[config.mk]
export PLATFORM = sky130hd
export DESIGN_NAME = weight_load_scheduler
export DESIGN_NICKNAME = d
export VERILOG_FILES = /design/src/rtl/weight_load_scheduler.sv
export SDC_FILE = /design/constraint.sdc
export NUM_CORES = 1
export LEC_CHECK = 0
export BUFFER_PORTS_ARGS = -buffer_cell sky130_fd_sc_hd__clkbuf_2
export CAP_MARGIN = 20
export CORE_MARGIN = 2
export CORE_UTILIZATION = 58
export CTS_CLUSTER_DIAMETER = 50
export CTS_CLUSTER_SIZE = 12
export DETAILED_ROUTE_END_ITERATION = 6
export PLACE_DENSITY = 0.88
export SYNTH_ARGS = -nofsm -noshare
export SYNTH_HDL_FRONTEND = slang
export SYNTH_SLANG_ARGS = --single-unit
[constraint.sdc]
create_clock -name clk -period 3.1 [get_ports clk]
set_input_delay 0.465 -clock clk [delete_from_list [all_inputs] [get_ports clk]]
set_output_delay 0.465 -clock clk [all_outputs]
set_load 0.005 [all_outputs]
[src/rtl/weight_load_scheduler.sv]
// rtl/weight_load_scheduler.sv - encrypted-weight load sequencer with A/B arbitration and BNN grant gating
module weight_load_scheduler #(
  parameter int TIMEOUT_CYCLES = 4096,
  parameter int TW             = 13
) (
  input  logic       clk,
  input  logic       rst,
  input  logic       req_a,
  input  logic       req_b,
  input  logic [7:0] key_in,
  input  logic       clear_err,
  input  logic       infer_req,
  input  logic       infer_busy,
  input  logic       done_loading,
  output logic       load_start,
  output logic [1:0] loader_model,
  output logic [7:0] loader_key,
  output logic       infer_grant,
  output logic [1:0] active_model,
  output logic       weights_valid,
  output logic       busy,
  output logic       err_timeout
);

  typedef enum logic [2:0] {
    S_IDLE,
    S_DRAIN,
    S_START,
    S_WAIT_DONE,
    S_RELEASE
  } state_t;

  localparam logic [1:0]    MODEL_A    = 2'b01;
  localparam logic [1:0]    MODEL_B    = 2'b10;
  localparam logic [TW-1:0] TIMER_LAST = TW'(TIMEOUT_CYCLES - 1);

  state_t        state_q, state_d;
  logic          pend_a_q, pend_a_d;
  logic          pend_b_q, pend_b_d;
  logic          rr_last_a_q, rr_last_a_d;
  logic          load_start_q, load_start_d;
  logic [1:0]    loader_model_q, loader_model_d;
  logic [7:0]    loader_key_q, loader_key_d;
  logic          infer_grant_q, infer_grant_d;
  logic [1:0]    active_model_q, active_model_d;
  logic          weights_valid_q, weights_valid_d;
  logic          err_timeout_q, err_timeout_d;
  logic [TW-1:0] timer_q, timer_d;

  logic acc_a, acc_b, want_a, want_b, sel_a, sel_b, err_set;

  always_comb begin
    state_d         = state_q;
    rr_last_a_d     = rr_last_a_q;
    load_start_d    = load_start_q;
    loader_model_d  = loader_model_q;
    loader_key_d    = loader_key_q;
    active_model_d  = active_model_q;
    weights_valid_d = weights_valid_q;
    timer_d         = timer_q;
    err_set         = 1'b0;
    sel_a           = 1'b0;
    sel_b           = 1'b0;

    // A request for the model that is already resident and valid is dropped
    acc_a  = req_a && !(weights_valid_q && (active_model_q == MODEL_A));
    acc_b  = req_b && !(weights_valid_q && (active_model_q == MODEL_B));
    want_a = pend_a_q || acc_a;
    want_b = pend_b_q || acc_b;

    if (state_q == S_IDLE) begin
      if (want_a && want_b) begin
        sel_a = !rr_last_a_q;
        sel_b = rr_last_a_q;
      end else begin
        sel_a = want_a;
        sel_b = want_b;
      end
    end

    // A fresh pulse on an already-pending bit that is being served re-arms it
    pend_a_d = (pend_a_q && !sel_a) || (acc_a && !(sel_a && !pend_a_q));
    pend_b_d = (pend_b_q && !sel_b) || (acc_b && !(sel_b && !pend_b_q));

    case (state_q)
      S_IDLE: begin
        if (sel_a || sel_b) begin
          state_d        = S_DRAIN;
          loader_model_d = sel_a ? MODEL_A : MODEL_B;
          loader_key_d   = key_in;
          rr_last_a_d    = sel_a;
        end
      end
      S_DRAIN: begin
        weights_valid_d = 1'b0;
        active_model_d  = 2'b00;
        if (!infer_busy && !infer_grant_q) state_d = S_START;
      end
      S_START: begin
        load_start_d = 1'b1;
        timer_d      = '0;
        state_d      = S_WAIT_DONE;
      end
      S_WAIT_DONE: begin
        timer_d = timer_q + 1'b1;
        if (done_loading) begin
          active_model_d  = loader_model_q;
          weights_valid_d = 1'b1;
          state_d         = S_RELEASE;
        end else if (timer_q == TIMER_LAST) begin
          err_set = 1'b1;
          state_d = S_RELEASE;
        end
      end
      S_RELEASE: begin
        load_start_d = 1'b0;
        if (!done_loading) state_d = S_IDLE;
      end
      default: state_d = S_IDLE;
    endcase

    err_timeout_d = err_set ? 1'b1 : (clear_err ? 1'b0 : err_timeout_q);
    infer_grant_d = (state_q == S_IDLE) && !(sel_a || sel_b) && infer_req && weights_valid_q;
  end

  always_ff @(posedge clk) begin
    if (!rst) begin
      state_q         <= S_IDLE;
      pend_a_q        <= 1'b0;
      pend_b_q        <= 1'b0;
      rr_last_a_q     <= 1'b0;
      load_start_q    <= 1'b0;
      loader_model_q  <= 2'b00;
      loader_key_q    <= 8'h00;
      infer_grant_q   <= 1'b0;
      active_model_q  <= 2'b00;
      weights_valid_q <= 1'b0;
      err_timeout_q   <= 1'b0;
      timer_q         <= '0;
    end else begin
      state_q         <= state_d;
      pend_a_q        <= pend_a_d;
      pend_b_q        <= pend_b_d;
      rr_last_a_q     <= rr_last_a_d;
      load_start_q    <= load_start_d;
      loader_model_q  <= loader_model_d;
      loader_key_q    <= loader_key_d;
      infer_grant_q   <= infer_grant_d;
      active_model_q  <= active_model_d;
      weights_valid_q <= weights_valid_d;
      err_timeout_q   <= err_timeout_d;
      timer_q         <= timer_d;
    end
  end

  assign load_start    = load_start_q;
  assign loader_model  = loader_model_q;
  assign loader_key    = loader_key_q;
  assign infer_grant   = infer_grant_q;
  assign active_model  = active_model_q;
  assign weights_valid = weights_valid_q;
  assign busy          = (state_q != S_IDLE);
  assign err_timeout   = err_timeout_q;

endmodule

==> results of run 1 <==
area by class of cell:
cell class	count	area, um2	share of cell area (%)
timing repair buffer	33	168	8.86
clock buffer	6	51.3	2.71
clock inverter	2	12.5	0.661
inverter	7	26.3	1.39
sequential	34	681	36.0
tap	31	38.8	2.05
multi-input combinational	140	915	48.3
sequential cells by signal, indices dropped and copies added, names as in the netlist:
register and cells:
active_model 2, err_timeout 1, infer_grant 1, load_start 1, loader_key 8, loader_model 2, pend_a_q 1, pend_b_q 1
state_q 3, timer_q 13, weights_valid 1
per-stage QoR:
| stage | worst slack, ps | std cells | hold slack, ps |
|---|---|---|---|
| floorplan | 1630 | 192 | 467 |
| global placement | 1400 | 245 | 487 |
| detailed placement | 1350 | 245 | 491 |
| CTS | 1270 | 253 | 328 |
| global route | 1130 | 253 | 331 |
| finish | 1270 | 253 | 336 |
kinds of logic after synthesis:
family	Yosys count	share of synthesized area, %
DFF	34	40.2
AOI/OAI and AO/OA	42	16.6
adders and majority gates	1	0.738
and+or+nand+nor	84	29.0
buffers and inverters	18	5.83
muxes	12	7.09
xor gates and xnor gates	1	0.517
worst reg2reg max path: stages (launching register included):
cell and delay, ps:
dfxtp_1 670, and3b_1 420, nand3_4 140, nor3_2 210, mux2i_1 180, and2_1 120
cells in the final DEF, fill, tap and decap left out, types with 9 or more instances in the layout:
cell type   n
dfxtp_1    34
clkbuf_2   32
nand2_1    17
mux2i_1    12
nor2b_1    12
o21ai_0    11
nor2_1      9
nand3_1     9
and2_1      9
final timing paths:
| path | start | to | slack (ps) | cells after the start |
|---|---|---|---|---|
| worst max-delay path | state_q[0]$_SDFFE_PN0P_ | busy | 1270 | 3 |
| worst min-delay path | infer_req | infer_grant$_SDFF_PN0_ | 340 | 3 |
| worst min register to register | timer_q[12]$_SDFFE_PN0P_ | timer_q[12]$_SDFFE_PN0P_ | 500 | 2 |
| worst max register to register | state_q[0]$_SDFFE_PN0P_ | timer_q[11]$_SDFFE_PN0P_ | 1290 | 5 |
routing by layer:
| metal | global-route usage (%) | part of all wire, % |
|---|---|---|
| met1 | 28.1 | 44 |
| met4 | 7.97 | 1.4 |
| met5 | 0 | 0 |
| met2 | 34.1 | 49 |
| met3 | 7.59 | 5.4 |
power groups by stage:
stage | registers (mW) | clock network, mW | logic, mW
2_1_floorplan | 0.596 | 0 | 0.477
3_3_place_gp | 0.639 | 0 | 0.539
3_5_place_dp | 0.644 | 0 | 0.548
4_1_cts | 0.637 | 0.267 | 0.550
5_1_grt | 0.654 | 0.288 | 0.605
6_report | 0.637 | 0.260 | 0.547
==> results.yml, run 1 <==
drt:
  viasPerCell: 5.70
  via_count: 1441
  first_iter_violations: 40
  dr.pass1.iters: 4
  wl_um: 3290
  ant_nets: 0
  drc: 0
  routedWlPerCell_um: 13.0
power_and_ir_drop:
  power_leakage_nw: 0.756
  swShare_pct: 38.1
  p_int_mw: 0.894
  ir_drop_v: 0.000773
  switching_power_mw: 0.550
  pwr-share-seq_pct: 44.1
  p_per_area_nw_per_um2: 763
  power.share.clock_pct: 18.0
  power_frac_comb_pct: 37.9
  p_total_mw: 1.44
clock_tree:
  path_clk_slew_ps: 100
  clock_latency_ps: 340
  post_cts_resized: 0
  cts_buffers: 5
  clock-sinks: 34
  cts_hold_buf: 0
  clk_path_buf_depth: 2
  clock-root-buffer: "clkbuf_4"
  cts_setup_buffers: 0
  h-tree-depth: 2
  cts_tree: "yes"
sta:
  fin_tns_setup_ps: 0
  period_needed_ps: 1830
  rsz0062_at_grt: "false"
  setup_violations: 0
  max-slew-margin-rel_pct: 62.7
  finalCritPeriodShare_pct: 59.1
  tightest_slew_ps: 560
  timing.final.max_slew_violations: 0
  fin_skew_ps: 11.7
  max_freq_ghz: 0.546
  finalHoldViolCount: 0
synthesis:
  ys_seq_area_share_pct: 40.2
  yosysWarnings: 0
  synthTopCellsByArea: "dfxtp_1 40%, mux2i_1 7.1%, nor2b_1 4.4%"
  synth-edff-count: 0
  synth_nets: 209
  avgSynthCellArea_um2: 8.82
  synthArstFlopShare_pct: 0
  synth_top_area_share_pct: 40.2
  synthTopCellsByCount: "34 x dfxtp_1, 17 x nand2_1, 12 x mux2i_1, 12 x nor2b_1, 11 x o21ai_0"
  yosys_register_bits: 34
  netlist_area_um2: 1690
  synth_top_area_cell: "dfxtp_1"
  yosys.cell_types.count: 46
  yosysMostFrequentCell: "dfxtp_1"
  netlist_instances: 192
  synthFlopType: "dfxtp_1"
final_layout:
  nFillCells: 222
  stdcell_area_um2: 1890
  syn_to_final_growth_pct: 11.7
  fin_util_pct: 68.6
  nNetsFinal: 238
  n_antenna_cell: 0
  drive_gt1_share_pct: 23.9
floorplanning:
  ios: 33
  coreArea_um2: 2760
  die_area_um2: 3370
  rows: 19
  initial_utilization_pct: 61.4
  die_y_um: 58.0
  die-width_um: 58.0
worst_setup_path:
  crit_family: "flip-flops"
  crit_type: "flip-flop to primary output"
  cp.arrival_ps: 1370
  cp_slowest_cell: "dfxtp_1"
  cp_cell_sequence: "nor3_4 > inv_2 > clkbuf_2"
  worstPathMaxFanout: 15
  crit_buf_inv: 2
  critPathCaptureType: "primary output"
  crit_path_max_incr_delay_ps: 670
  required_ps: 2630
  worstSetupStartpointType: "flip-flop"
status:
  status: "finished, final reports clean"
global_routing:
  grt_usage_pct: 21.9
  grt_pass1_wl_um: 5660
  grt_start_max_net_pins: 36
  overflow: 0
  antenna_found_initial: 0
  grt_pass1_vias: 1313
place:
  port_buffers: 32
  dp_hpwl_um: 2350
  gp_congestion: 0.847
  post_dp_cell_area_um2: 1830
job:
  cap_violations: 0
hold_path:
  hp-class: "primary input to flip-flop"
No activity file was read; power rests on OpenSTA's default activity.
==> run 2, diff against run 1 <==
--- a/config.mk
+++ b/config.mk
@@ -8,11 +8,11 @@
 export BUFFER_PORTS_ARGS = -buffer_cell sky130_fd_sc_hd__clkbuf_2
 export CAP_MARGIN = 20
 export CORE_MARGIN = 2
-export CORE_UTILIZATION = 58
+export CORE_UTILIZATION = 49
 export CTS_CLUSTER_DIAMETER = 50
 export CTS_CLUSTER_SIZE = 12
 export DETAILED_ROUTE_END_ITERATION = 6
-export PLACE_DENSITY = 0.88
+export PLACE_DENSITY = 0.8
 export SYNTH_ARGS = -nofsm -noshare
 export SYNTH_HDL_FRONTEND = slang
 export SYNTH_SLANG_ARGS = --single-unit
==> constraint.sdc (replaced) <==
create_clock -name clk -period 1.55 [get_ports clk]
set_input_delay 0.2325 -clock clk [delete_from_list [all_inputs] [get_ports clk]]
set_output_delay 0.2325 -clock clk [all_outputs]
set_load 0.005 [all_outputs]
==> run 2 against run 1 <==
Against the previous run: non-clock buffer count increased by 15; clock power rose to 3.3 times the previous value; core utilization fell by 4.6 points; critical path depth increased by 3; sequential power increased by 95%; hold slack worse by 230 ps; critical path type is now flip-flop to flip-flop.
==> results.yml, run 2 (synthesized netlist as in run 1, its figures left out) <==
status:
  status: "finished, final reports clean"
power_and_ir_drop:
  p_int_mw: 2.26
  ir_drop_v: 0.000906
  power.share.clock_pct: 24.8
  power_leakage_nw: 0.864
  switching_power_mw: 1.17
  pwr-share-seq_pct: 36.1
  p_per_area_nw_per_um2: 1610
  power_frac_comb_pct: 39.0
  swShare_pct: 34.2
final_layout:
  largest_register_ffs: 13
  layout_common_cells: "32 x clkbuf_2, 28 x dfxtp_1, 17 x nand2_1"
  largest-register: "timer_q"
  n_antenna_cell: 0
  final_common_cell: "clkbuf_2"
  drive_gt1_share_pct: 33.3
  nNetsFinal: 253
  fin_util_pct: 64.0
  stdcell_area_um2: 2140
  syn_to_final_growth_pct: 26.1
place:
  dp_hpwl_um: 2510
  post_dp_cell_area_um2: 1940
  port_buffers: 32
  gp_congestion: 0.835
worst_setup_path:
  worstSetupStartpointType: "flip-flop"
  required_ps: 1820
  critPathCaptureType: "flip-flop"
  worstPathMaxFanout: 4
  crit_type: "flip-flop to flip-flop"
  cp.arrival_ps: 1760
clock_tree:
  clock-root-buffer: "clkbuf_4"
  clk_path_buf_depth: 2
  h-tree-depth: 2
  cts_buffers: 5
  cts_hold_buf: 0
  clock-sinks: 34
  cts_tree: "yes"
  clock_latency_ps: 340
  path_clk_slew_ps: 110
drt:
  wl_um: 3680
  ant_nets: 0
  dr.pass1.iters: 4
  viasPerCell: 5.27
  drc: 0
  routedWlPerCell_um: 13.0
  via_count: 1491
  first_iter_violations: 49
floorplanning:
  initial_utilization_pct: 50.8
  die-width_um: 62.8
  ios: 33
  coreArea_um2: 3340
  rows: 21
  die_area_um2: 3940
  die_y_um: 62.8
hold_path:
  hp-class: "primary input to flip-flop"
job:
  cap_violations: 0
global_routing:
  grt_start_max_net_pins: 36
  grt_pass1_wl_um: 6020
  grt_usage_pct: 19.1
  grt_pass1_vias: 1378
  overflow: 0
  antenna_found_initial: 0
sta:
  period_needed_ps: 1500
  finalCritPeriodShare_pct: 96.5
  fin_skew_ps: 7.05
  setup_violations: 0
  max_freq_ghz: 0.669
  finalHoldViolCount: 0
  rsz0062_at_grt: "true"
  max-slew-margin-rel_pct: 60.8
  timing.final.max_slew_violations: 0
  tightest_slew_ps: 588
run 2: cell types whose count changed in the layout (fill, tap and decap cells not counted), moves of 2 or more:
cell and delta:
dfxtp_2 +5, dfxtp_1 -6, bufinv_16 +2, buf_4 +15
run 2: final cells by class:
| type | count | area (um2) |
|---|---|---|
| fill | 281 | 1200 |
| multi-input combinational | 140 | 971 |
| sequential | 34 | 691 |
| timing repair buffer | 48 | 280 |
| clock inverter | 2 | 60.1 |
| tap | 46 | 57.6 |
| clock buffer | 6 | 51.3 |
| inverter | 7 | 26.3 |
run 2: worst paths after layout:
path,from,end,slack [ps],cells after the start
max,timer_q[1]$_SDFFE_PN0P_,state_q[0]$_SDFFE_PN0P_,50,6
min,infer_req,infer_grant$_SDFF_PN0_,110,3
max reg2reg,timer_q[1]$_SDFFE_PN0P_,state_q[0]$_SDFFE_PN0P_,50,6
min reg2reg,weights_valid$_SDFFE_PN0P_,infer_grant$_SDFF_PN0_,490,2
run 2: what timing repair did:
item                       CTS  global route
setup buffers                0             3
setup endpoints to repair    4            18
resized for setup            1            15
pin swaps                    1             9
run 2: routing by layer:
metal  track usage, %  vias up  part of all wire (%)
li1                 -      761                     -
met1             22.5      690                    45
met2             33.6       31                    51
met4             6.67        0                   1.6
met5                0        -                     0
met3             4.86        9                   2.7
run 2: critical path: stages, from the launching register on:
cell	delay [ps]
dfxtp_4	380
ha_4	130
nand4_1	200
nor4_4	250
nor3_2	90
nor2_2	160
mux2i_1	220
run 2: metrics by stage:
stage / power, mW / TNS, ps / instances / hold WS, ps / worst slack (ps)
3_3_place_gp: 2.51 / 0 / 272 / 467 / 81.3
2_1_floorplan: 2.14 / 0 / 192 / 377 / 78.9
4_1_cts: 3.40 / 0 / 280 / 92.8 / 3.39
3_5_place_dp: 2.54 / -82.8 / 272 / 470 / -64.3
5_1_grt: 3.67 / -274 / 283 / 121 / -63.7
6_report: 3.43 / 0 / 283 / 109 / 54.3
run 2: power by group through the flow:
stage	registers [mW]	clock network (mW)	logic, mW
2_1_floorplan	1.19	0	0.953
3_3_place_gp	1.24	0	1.27
3_5_place_dp	1.25	0	1.29
4_1_cts	1.23	0.873	1.29
5_1_grt	1.27	0.903	1.50
6_report	1.24	0.852	1.34
